### src/rtl/df_prof_pkg.sv
// rtl/df_prof_pkg.sv - shared types and saturating increment for the dataflow stall profiler
package df_prof_pkg;

  typedef enum logic [1:0] {
    IDLE      = 2'd0,
    RUN       = 2'd1,
    DONE_WAIT = 2'd2
  } proc_state_t;

  typedef enum logic [1:0] {
    SEL_ACTIVE = 2'd0,
    SEL_CIN    = 2'd1,
    SEL_COUT   = 2'd2,
    SEL_RUNS   = 2'd3
  } rd_sel_t;

  localparam int unsigned MAX_CNT_W = 64;

  // Callers zero-extend their counter and truncate the result back to their own width.
  function automatic logic [MAX_CNT_W-1:0] sat_inc(input logic [MAX_CNT_W-1:0] value,
                                                   input int unsigned width);
    logic [MAX_CNT_W-1:0] top;
    top = (width >= MAX_CNT_W) ? '1 : ((64'd1 << width) - 64'd1);
    return (value >= top) ? value : value + 64'd1;
  endfunction

endpackage

### src/rtl/df_proc_tracker.sv
// rtl/df_proc_tracker.sv - per-process ap handshake FSM with active/stall/run counters
module df_proc_tracker
  import df_prof_pkg::*;
#(
  parameter int CNT_W = 32
) (
  input  logic             clock,
  input  logic             reset,
  input  logic             enable,
  input  logic             clear,
  input  logic             start,
  input  logic             done,
  input  logic             cont,
  input  logic             cin_stall,
  input  logic             cout_stall,
  output logic [1:0]       state,
  output logic             stalled,
  output logic [CNT_W-1:0] active_cnt,
  output logic [CNT_W-1:0] cin_cnt,
  output logic [CNT_W-1:0] cout_cnt,
  output logic [CNT_W-1:0] runs_cnt
);

  proc_state_t cur, nxt;
  logic        in_run;
  logic        run_done;

  always_ff @(posedge clock) begin
    if (!reset) cur <= IDLE;
    else        cur <= nxt;
  end

  always_comb begin
    nxt = cur;
    case (cur)
      IDLE:      if (start) nxt = RUN;
      RUN:       if (done) begin
                   if (!cont)     nxt = DONE_WAIT;
                   else if (start) nxt = RUN;
                   else            nxt = IDLE;
                 end
      DONE_WAIT: if (cont) nxt = start ? RUN : IDLE;
      default:   nxt = IDLE;
    endcase
  end

  always_comb begin
    in_run   = (cur == RUN);
    run_done = ((cur == RUN) || (cur == DONE_WAIT)) && done && cont;
    stalled  = cin_stall | cout_stall;
    state    = cur;
  end

  // Input stall wins, so a cycle never lands in both stall counters.
  always_ff @(posedge clock) begin
    if (!reset || clear) begin
      active_cnt <= '0;
      cin_cnt    <= '0;
      cout_cnt   <= '0;
      runs_cnt   <= '0;
    end else if (enable) begin
      if (in_run)
        active_cnt <= CNT_W'(sat_inc(MAX_CNT_W'(active_cnt), CNT_W));
      if (in_run && cin_stall)
        cin_cnt <= CNT_W'(sat_inc(MAX_CNT_W'(cin_cnt), CNT_W));
      if (in_run && cout_stall && !cin_stall)
        cout_cnt <= CNT_W'(sat_inc(MAX_CNT_W'(cout_cnt), CNT_W));
      if (run_done)
        runs_cnt <= CNT_W'(sat_inc(MAX_CNT_W'(runs_cnt), CNT_W));
    end
  end

endmodule

### src/rtl/df_stall_profiler.sv
// rtl/df_stall_profiler.sv - dataflow region profiler: trackers, region counters, deadlock detect, read port
module df_stall_profiler
  import df_prof_pkg::*;
#(
  parameter int NUM_PROC = 4,
  parameter int CNT_W    = 32,
  parameter int DL_TH    = 1024,
  parameter int PIDX_W   = (NUM_PROC > 1) ? $clog2(NUM_PROC) : 1
) (
  input  logic                clock,
  input  logic                reset,
  input  logic                enable,
  input  logic                clear,
  input  logic                top_start,
  input  logic                top_ready,
  input  logic                top_done,
  input  logic [NUM_PROC-1:0] proc_start,
  input  logic [NUM_PROC-1:0] proc_ready,
  input  logic [NUM_PROC-1:0] proc_done,
  input  logic [NUM_PROC-1:0] proc_continue,
  input  logic [NUM_PROC-1:0] proc_cin_stall,
  input  logic [NUM_PROC-1:0] proc_cout_stall,
  output logic                region_idle,
  output logic [CNT_W-1:0]    region_start_cnt,
  output logic [CNT_W-1:0]    region_done_cnt,
  output logic                deadlock,
  output logic [NUM_PROC-1:0] deadlock_mask,
  input  logic                rd_req,
  input  logic [PIDX_W-1:0]   rd_proc,
  input  logic [1:0]          rd_sel,
  output logic                rd_valid,
  output logic [CNT_W-1:0]    rd_data
);

  localparam int DL_W = $clog2(DL_TH);

  logic [1:0]          st       [NUM_PROC];
  logic [CNT_W-1:0]    act_c    [NUM_PROC];
  logic [CNT_W-1:0]    cin_c    [NUM_PROC];
  logic [CNT_W-1:0]    cout_c   [NUM_PROC];
  logic [CNT_W-1:0]    runs_c   [NUM_PROC];
  logic [NUM_PROC-1:0] run_vec;
  logic [NUM_PROC-1:0] stalled_vec;
  logic                stuck;
  logic [DL_W-1:0]     dl_cnt;
  logic [CNT_W-1:0]    sel_val;
  logic                unused_ready;

  assign unused_ready = ^proc_ready;

  for (genvar g = 0; g < NUM_PROC; g++) begin : g_proc
    df_proc_tracker #(.CNT_W(CNT_W)) u_trk (
      .clock      (clock),
      .reset      (reset),
      .enable     (enable),
      .clear      (clear),
      .start      (proc_start[g]),
      .done       (proc_done[g]),
      .cont       (proc_continue[g]),
      .cin_stall  (proc_cin_stall[g]),
      .cout_stall (proc_cout_stall[g]),
      .state      (st[g]),
      .stalled    (stalled_vec[g]),
      .active_cnt (act_c[g]),
      .cin_cnt    (cin_c[g]),
      .cout_cnt   (cout_c[g]),
      .runs_cnt   (runs_c[g])
    );
    assign run_vec[g] = (st[g] == RUN);
  end

  assign region_idle = (region_start_cnt == region_done_cnt) && !top_start;

  always_ff @(posedge clock) begin
    if (!reset || clear) begin
      region_start_cnt <= '0;
      region_done_cnt  <= '0;
    end else if (enable) begin
      if (top_start && top_ready)
        region_start_cnt <= CNT_W'(sat_inc(MAX_CNT_W'(region_start_cnt), CNT_W));
      if (top_done)
        region_done_cnt <= CNT_W'(sat_inc(MAX_CNT_W'(region_done_cnt), CNT_W));
    end
  end

  // Any done means the graph is still making progress, even if every runner looks stalled.
  assign stuck = (|run_vec) && ((run_vec & ~stalled_vec) == '0) && !(|proc_done);

  always_ff @(posedge clock) begin
    if (!reset || clear) begin
      dl_cnt        <= '0;
      deadlock      <= 1'b0;
      deadlock_mask <= '0;
    end else if (stuck) begin
      if (dl_cnt == DL_W'(DL_TH - 1)) begin
        if (!deadlock) begin
          deadlock      <= 1'b1;
          deadlock_mask <= run_vec & stalled_vec;
        end
      end else begin
        dl_cnt <= dl_cnt + DL_W'(1);
      end
    end else begin
      dl_cnt <= '0;
    end
  end

  always_comb begin
    sel_val = '0;
    for (int i = 0; i < NUM_PROC; i++) begin
      if (rd_proc == PIDX_W'(i)) begin
        case (rd_sel_t'(rd_sel))
          SEL_ACTIVE: sel_val = act_c[i];
          SEL_CIN:    sel_val = cin_c[i];
          SEL_COUT:   sel_val = cout_c[i];
          default:    sel_val = runs_c[i];
        endcase
      end
    end
  end

  always_ff @(posedge clock) begin
    if (!reset) begin
      rd_valid <= 1'b0;
      rd_data  <= '0;
    end else begin
      rd_valid <= rd_req;
      if (rd_req) rd_data <= sel_val;
    end
  end

endmodule
### config.mk
export PLATFORM = sky130hd
export DESIGN_NAME = df_stall_profiler
export DESIGN_NICKNAME = d
export VERILOG_FILES = /design/src/rtl/df_prof_pkg.sv /design/src/rtl/df_proc_tracker.sv /design/src/rtl/df_stall_profiler.sv
export SDC_FILE = /design/constraint.sdc
export NUM_CORES = 2
export LEC_CHECK = 0
export CORE_UTILIZATION = 35
export CTS_CLUSTER_DIAMETER = 120
export DETAILED_ROUTE_END_ITERATION = 6
export PLACE_DENSITY = 0.52
export SYNTH_ARGS = -nofsm -noshare
export SYNTH_HDL_FRONTEND = slang
export SYNTH_HIERARCHICAL = 1
export SYNTH_SLANG_ARGS = --single-unit
### constraint.sdc
create_clock -name clock -period 2.6 [get_ports clock]
set_input_delay 0.39 -clock clock [delete_from_list [all_inputs] [get_ports clock]]
set_output_delay 0.39 -clock clock [all_outputs]
set_load 0.1 [all_outputs]
# ---- Word level (Yosys, flattened, before mapping)
# Index checks and enable logic that the tools add are counted.
# Widths: inputs -> output; s select.
dict set report word_totals {
  reg_bits 632
  input_bits 36
  output_inout_bits 103
  wordCells 220
}
dict set report classes {
  add_sub_neg 19
  order_cmp 18
  eq_ne 27
  n_mux 32
  bitwise 27
  n_reduce_logical 70
}
# cell count
set ops {}
lappend ops {{$add 32x1->32 const B} 18}
lappend ops {{$ge 32x32->1 const B} 18}
lappend ops {{$pmux 32 s3} 4}
lappend ops {{$mux 32} 4}
lappend ops {{$reduce_and 3->1} 23}
lappend ops {{$eq 32x32->1} 1}
lappend ops {{$mux 2} 16}
lappend ops {{$logic_and 1x1->1} 24}
lappend ops {{$ne 2x2->1 const B} 12}
lappend ops {{$pmux 2 s3} 4}
lappend ops {{$not 1->1} 20}
lappend ops {{$eq 2x2->1 const B} 7}
lappend ops {{$eq 2x1->1 const B} 6}
lappend ops {{$logic_not 2->1} 6}
lappend ops {{$add 10x1->10 const B} 1}
lappend ops {{$eq 10x10->1 const B} 1}
lappend ops {{$and 4x4->4} 2}
lappend ops {{$reduce_or 4->1} 2}
lappend ops {{$logic_not 1->1} 7}
lappend ops {{$logic_or 1x1->1} 5}
lappend ops {{$logic_not 4->1} 1}
lappend ops {{$mux 1} 4}
lappend ops {{$not 4->4} 1}
lappend ops {{$or 1x1->1} 4}
lappend ops {{2 further kinds} 2}

# ---- Logic depth before layout (Yosys ltp)
dict set report depth {
  word_depth 8
  mapped_depth 9
  depth_no_buf 7
}

# ---- Hierarchy
# Netlist, hierarchy kept.
# module n_inst cells_per_inst area_per_inst_um2 seq_area_each_um2
set by_module_without_submodules {}
lappend by_module_without_submodules {df_proc_tracker 4 810 6662.6 2602.5}
lappend by_module_without_submodules {df_stall_profiler 1 1017 9375.2 2242.2}

# ---- Least setup slack after synthesis
# OpenSTA, ideal clock, no wires.
dict set report synth_timing {
  path_kind {reg2out}
  startpoint {reg region_done_cnt[21]}
  endpoint {out region_idle}
  t_arrival_ns 5.170
  t_required_ns 2.210
  setup_slack_ns -2.960
  stages_incl_launch_ff 7
  n_path_buf 1
  cell_sequence {dfxtp_1 clkbuf_1 xor2_1 nor4_1 nand4_1 or4_1 nor4_1}
}
dict set report synth_via {
  elab_chain_len 2
}
# element line_no
set synth_rtl {}
lappend synth_rtl {{start: declaration} df_stall_profiler.sv:25} ;# output logic [CNT_W-1:0] region_done_cnt,
lappend synth_rtl {{start signal: assignment} df_stall_profiler.sv:82} ;# region_done_cnt <= CNT_W'(sat_inc(MAX_CNT_W'(region_done_cnt), CNT_W));
lappend synth_rtl {{$eq 32x32->1} df_stall_profiler.sv:72} ;# assign region_idle = (region_start_cnt == region_done_cnt) && !top_start;
lappend synth_rtl {{$logic_and 1x1->1} df_stall_profiler.sv:72}
lappend synth_rtl {{end: declaration} df_stall_profiler.sv:23} ;# output logic region_idle,
# Every way passes these cells.

# ---- Worst setup path in the final report
dict set report layout_timing {
  startpoint {reg region_start_cnt[0]}
  endpoint {out region_idle}
}
dict set report layout_via {
  elab_chain_len 2
}
# element line_no
set layout_rtl {}
lappend layout_rtl {{start: declaration} df_stall_profiler.sv:24} ;# output logic [CNT_W-1:0] region_start_cnt,
lappend layout_rtl {{start signal: assignment} df_stall_profiler.sv:80} ;# region_start_cnt <= CNT_W'(sat_inc(MAX_CNT_W'(region_start_cnt), CNT_W));
lappend layout_rtl {{$eq 32x32->1} df_stall_profiler.sv:72}
lappend layout_rtl {{$logic_and 1x1->1} df_stall_profiler.sv:72}
# Every way passes these cells.

==> tab_implementation.tex <==
\begin{tabular}{lr}
\hline
Metric & Value \\
\hline
\multicolumn{2}{l}{\textbf{Synth}} \\
Number of synthesized flops with an enable pin & 0 \\
Number of instances in the synthesized netlist & 4257 \\
Number of unique standard cell types used by synthesis & 77 \\
Number of flip-flops and latches in the synthesized netlist & 632 \\
Average instance area after synthesis & 8.46 um2 \\
Top area cells in the synthesized netlist & sky130\_fd\_sc\_hd\_\_dfxtp\_1, sky130\_fd\_sc\_hd\_\_mux4\_2, sky130\_fd\_sc\_hd\_\_a21oi\_1 \\
Most frequent cell after synthesis & sky130\_fd\_sc\_hd\_\_dfxtp\_1 \\
Share of Yosys cell area claimed by the top area cell type & 35.1\% \\
Proportion of register bits with asynchronous set or reset after synthesis & 0\% \\
Mapped Area & 0.0360 mm2 \\
Sequential share of the synthesized area & 35.1\% \\
Dominant cell type by area after synthesis & sky130\_fd\_sc\_hd\_\_dfxtp\_1 \\
Nets in the synthesized netlist & 4328 \\
Synth cell count leaders & sky130\_fd\_sc\_hd\_\_dfxtp\_1, sky130\_fd\_sc\_hd\_\_a21oi\_1, sky130\_fd\_sc\_hd\_\_nand2\_1, sky130\_fd\_sc\_hd\_\_o21ai\_0, sky130\_fd\_sc\_hd\_\_or3\_1 \\
Synthesis Warnings & 6 \\
Leading register cell type out of synthesis & sky130\_fd\_sc\_hd\_\_dfxtp\_1 \\
\multicolumn{2}{l}{\textbf{Layout}} \\
Post-route cell area & 0.0442 mm2 \\
Filler cells & 10233 \\
Fraction of layout cells with a size suffix above 1 & 19.6\% \\
Antenna cells & 0 \\
Area of the multi-input gates & 0.0223 mm2 \\
Area growth from synthesis to layout & 22.8\% \\
Number of nets in the layout & 4739 \\
Post-route insts no fill & 6096 \\
Post-route core utilization & 43.4\% \\
Register area & 0.0128 mm2 \\
\multicolumn{2}{l}{\textbf{STA}} \\
Pins Over Slew Limit & 0 \\
Final Critical Period & 2.97 ns \\
Fin worst setup slack & -0.374 ns \\
Final count of negative-setup-slack endpoints & 1 \\
Slew headroom & 47.2\% \\
Worst slew pin tran & 0.786 ns \\
RSZ-0062 raised after global routing & true \\
Clock Skews & 0.0289 ns \\
Number of hold violations in the final report & 0 \\
Achievable frequency & 336 MHz \\
Portion of the clock cycle consumed by the worst path in the final layout & 114\% \\
\multicolumn{2}{l}{\textbf{GRT}} \\
Maximum number of pins on one net before global-route repair & 50 \\
Gr ovfl total & 0 \\
Number of antenna violations at the first check in global routing & 5 \\
Via count of the first global-routing pass & 32520 \\
Total routing usage reported by global routing & 25.1\% \\
Global-route wire length before repair & 202000 um \\
\multicolumn{2}{l}{\textbf{Routing}} \\
Total iterations of the first detailed-routing run & 6 \\
Overall routed net length & 134000 um \\
Number of DRC markers in iteration 0 & 2978 \\
Via density per instance & 5.90 \\
Antenna-violating nets left & 0 \\
Detailed-route DRC error count & 0 \\
Routed vias & 35990 \\
Detailed-route wire length per cell & 22.0 um \\
\multicolumn{2}{l}{\textbf{Power and ir drop}} \\
Pwr/cell area & 516 mW/mm2 \\
Leakage & 14.4 nW \\
Worst vdd ir & 0.363 mV \\
\multicolumn{2}{l}{\textbf{Floorplanning}} \\
Core Footprint & 0.102 mm2 \\
Area of the die & 0.104 mm2 \\
I/O pins & 139 \\
Effective utilization at floorplan & 35.4\% \\
Overall die width & 323 um \\
Site Rows & 117 \\
Vertical die dimension & 323 um \\
\multicolumn{2}{l}{\textbf{Worst setup path}} \\
Required time of the critical path & 2.21 ns \\
Worst r2r dst & g\_proc[0].u\_trk/cin\_cnt[30] \\
Critical Path Fanout Max & 6 \\
Reg2Reg Setup Slack & 0.12 ns \\
CP endpoint kind & output pin \\
Start-to-end type of the worst setup path & reg2out \\
Nature of the critical path startpoint & flop \\
Start of the worst register-to-register path & g\_proc[0].u\_trk/state[1] \\
Cell count of the worst reg-to-reg path & 8 \\
Endpoint arrival time on the critical path & 2.58 ns \\
\multicolumn{2}{l}{\textbf{Clock network}} \\
Number of buffers inserted during clock tree synthesis & 78 \\
Sink Count & 632 \\
Clock-pin slew of the registers on the worst-case setup and hold paths & 0.06 ns \\
Later-pin clock latency in the skew report & 0.66 ns \\
Root buffer cell & sky130\_fd\_sc\_hd\_\_clkbuf\_16 \\
CTS tree & yes \\
Hold-fix buffer count after cts & 0 \\
H-tree depth & 3 \\
Bufs on Longest Clock Path & 3 \\
Count of buffers added by post-CTS timing repair for setup & 0 \\
\multicolumn{2}{l}{\textbf{Worst hold path}} \\
Hold Path Cell Cnt & 3 \\
Hold path startpoint & rd\_sel[1] \\
Kind of path behind the tightest hold check & in2reg \\
Worst min-delay path endpoint & rd\_data[8] \\
\multicolumn{2}{l}{\textbf{Run status}} \\
Violated checks & setup timing \\
Result of the run & finished, violations left \\
\multicolumn{2}{l}{\textbf{Placed design}} \\
Placement-stage cell area & 0.0415 mm2 \\
GP Congestion & 0.929 \\
Number of buffers added on ports & 134 \\
Cell total after placement & 5956 \\
Detailed placer's ending HPWL & 102000 um \\
\multicolumn{2}{l}{\textbf{Flow run}} \\
Max-cap violations & 0 \\
\hline
\end{tabular}
kinds of logic (layout without fill, tap and decap cells):
kind of cell / Yosys count / in the layout / share of synthesized area, %
flip-flops: 632 / 632 / 35.1
adder cells (fa/ha/maj): 35 / 35 / 1.22
XOR/XNOR: 128 / 128 / 3.11
AND/OR/NAND/NOR: 1824 / 1824 / 28.7
multiplexers: 178 / 178 / 8.26
buffers and inverters: 303 / 774 / 3.54
AO/OA/AOI/OAI: 1157 / 1157 / 20.1
metrics by stage:
stage	power [mW]	worst slack, ns	hold slack (ns)	TNS (ns)
3_5_place_dp	11.5	-0.0217	0.451	-0.0955
5_1_grt	23.6	-0.469	0.230	-0.469
2_1_floorplan	10.8	-0.433	0.456	-0.433
6_report	22.8	-0.374	0.225	-0.374
3_3_place_gp	11.5	-0.0190	0.447	-0.0621
4_1_cts	23.1	-0.435	0.177	-0.435
layer usage:
metal	up-vias	share of wire (%)	global-route usage (%)	wire length [um]
met4	10	2.7	7.67	3560
met5	-	0.043	0	57
met2	1158	44	38.9	59000
li1	17210	-	-	-
met3	175	6.5	3.41	8670
met1	17437	47	35.9	62600
sequential cells by signal (all words and copies together) (netlist names):
| signal | flops |
|---|---|
| deadlock | 1 |
| dl_cnt | 10 |
| g_proc.u_trk/runs_cnt | 128 |
| g_proc.u_trk/cout_cnt | 128 |
| rd_valid | 1 |
| g_proc.u_trk/state | 8 |
| rd_data | 32 |
| deadlock_mask | 4 |
| g_proc.u_trk/cin_cnt | 128 |
| region_done_cnt | 32 |
| g_proc.u_trk/active_cnt | 128 |
| region_start_cnt | 32 |
critical path: stages, from the launching register on:
cell	delay [ns]
sky130_fd_sc_hd__dfxtp_4	0.37
sky130_fd_sc_hd__xor2_1	0.16
sky130_fd_sc_hd__nor4_1	0.32
sky130_fd_sc_hd__nand4_1	0.14
sky130_fd_sc_hd__or4_4	0.55
sky130_fd_sc_hd__nor4_4	0.20
sky130_fd_sc_hd__buf_12	0.21
cell type report:
type | instances | area share [%]
Clock inverter | 26 | 0.651
Tap cell | 1368 | 3.87
Multi-Input combinational cell | 3322 | 50.3
Inverter | 103 | 0.874
Timing Repair Buffer | 531 | 9.92
Clock buffer | 114 | 5.44
Sequential cell | 632 | 28.9
worst max-delay path by stage:
| stage | startpoint | end | slack, ns |
|---|---|---|---|
| after detailed placement | proc_cout_stall[0] | g_proc[0].u_trk/cout_cnt[13] | -0.02 |
| after floorplan | region_start_cnt[3] | region_idle | -0.43 |
| after global placement | proc_cout_stall[0] | g_proc[0].u_trk/cout_cnt[16] | -0.02 |
| final | region_start_cnt[0] | region_idle | -0.37 |
| after CTS | region_start_cnt[3] | region_idle | -0.44 |
| after global routing | region_start_cnt[3] | region_idle | -0.47 |
placed cells by master, fill, tap and decap left out, drive strengths merged, types with 26 or more instances in the layout:
cell and count:
nand2b 60, buf 504, o211ai 39, nand2 322, o311ai 29, or4 120
o41ai 30, xnor2 64, or2 28, clkdlybuf4s50 26, a22oi 32, ha 35
inv 105, and4 66, clkbuf 115, o21ai 323, mux2i 79, o31ai 83
nor2b 28, nor3 67, nand4 198, nor2 276, nor4 59, a21oi 409
xor2 64, dfxtp 632, and3 44, a31o 33, mux4 95, nand3 217
or3 277
repair_timing:
item                                    CTS  global route
pin swaps                                 0             1
gates resized for setup                   0             6
endpoints found under the setup margin    1            20
power breakdown:
part           switching [mW]  total (mW)  internal [mW]
sequential             0.0478        9.75           9.70
clock                    4.62        11.5           6.91
combinational           0.999        1.54          0.542
total                    5.67        22.8           17.2
Note: power is estimated with default switching activity, not from simulation.
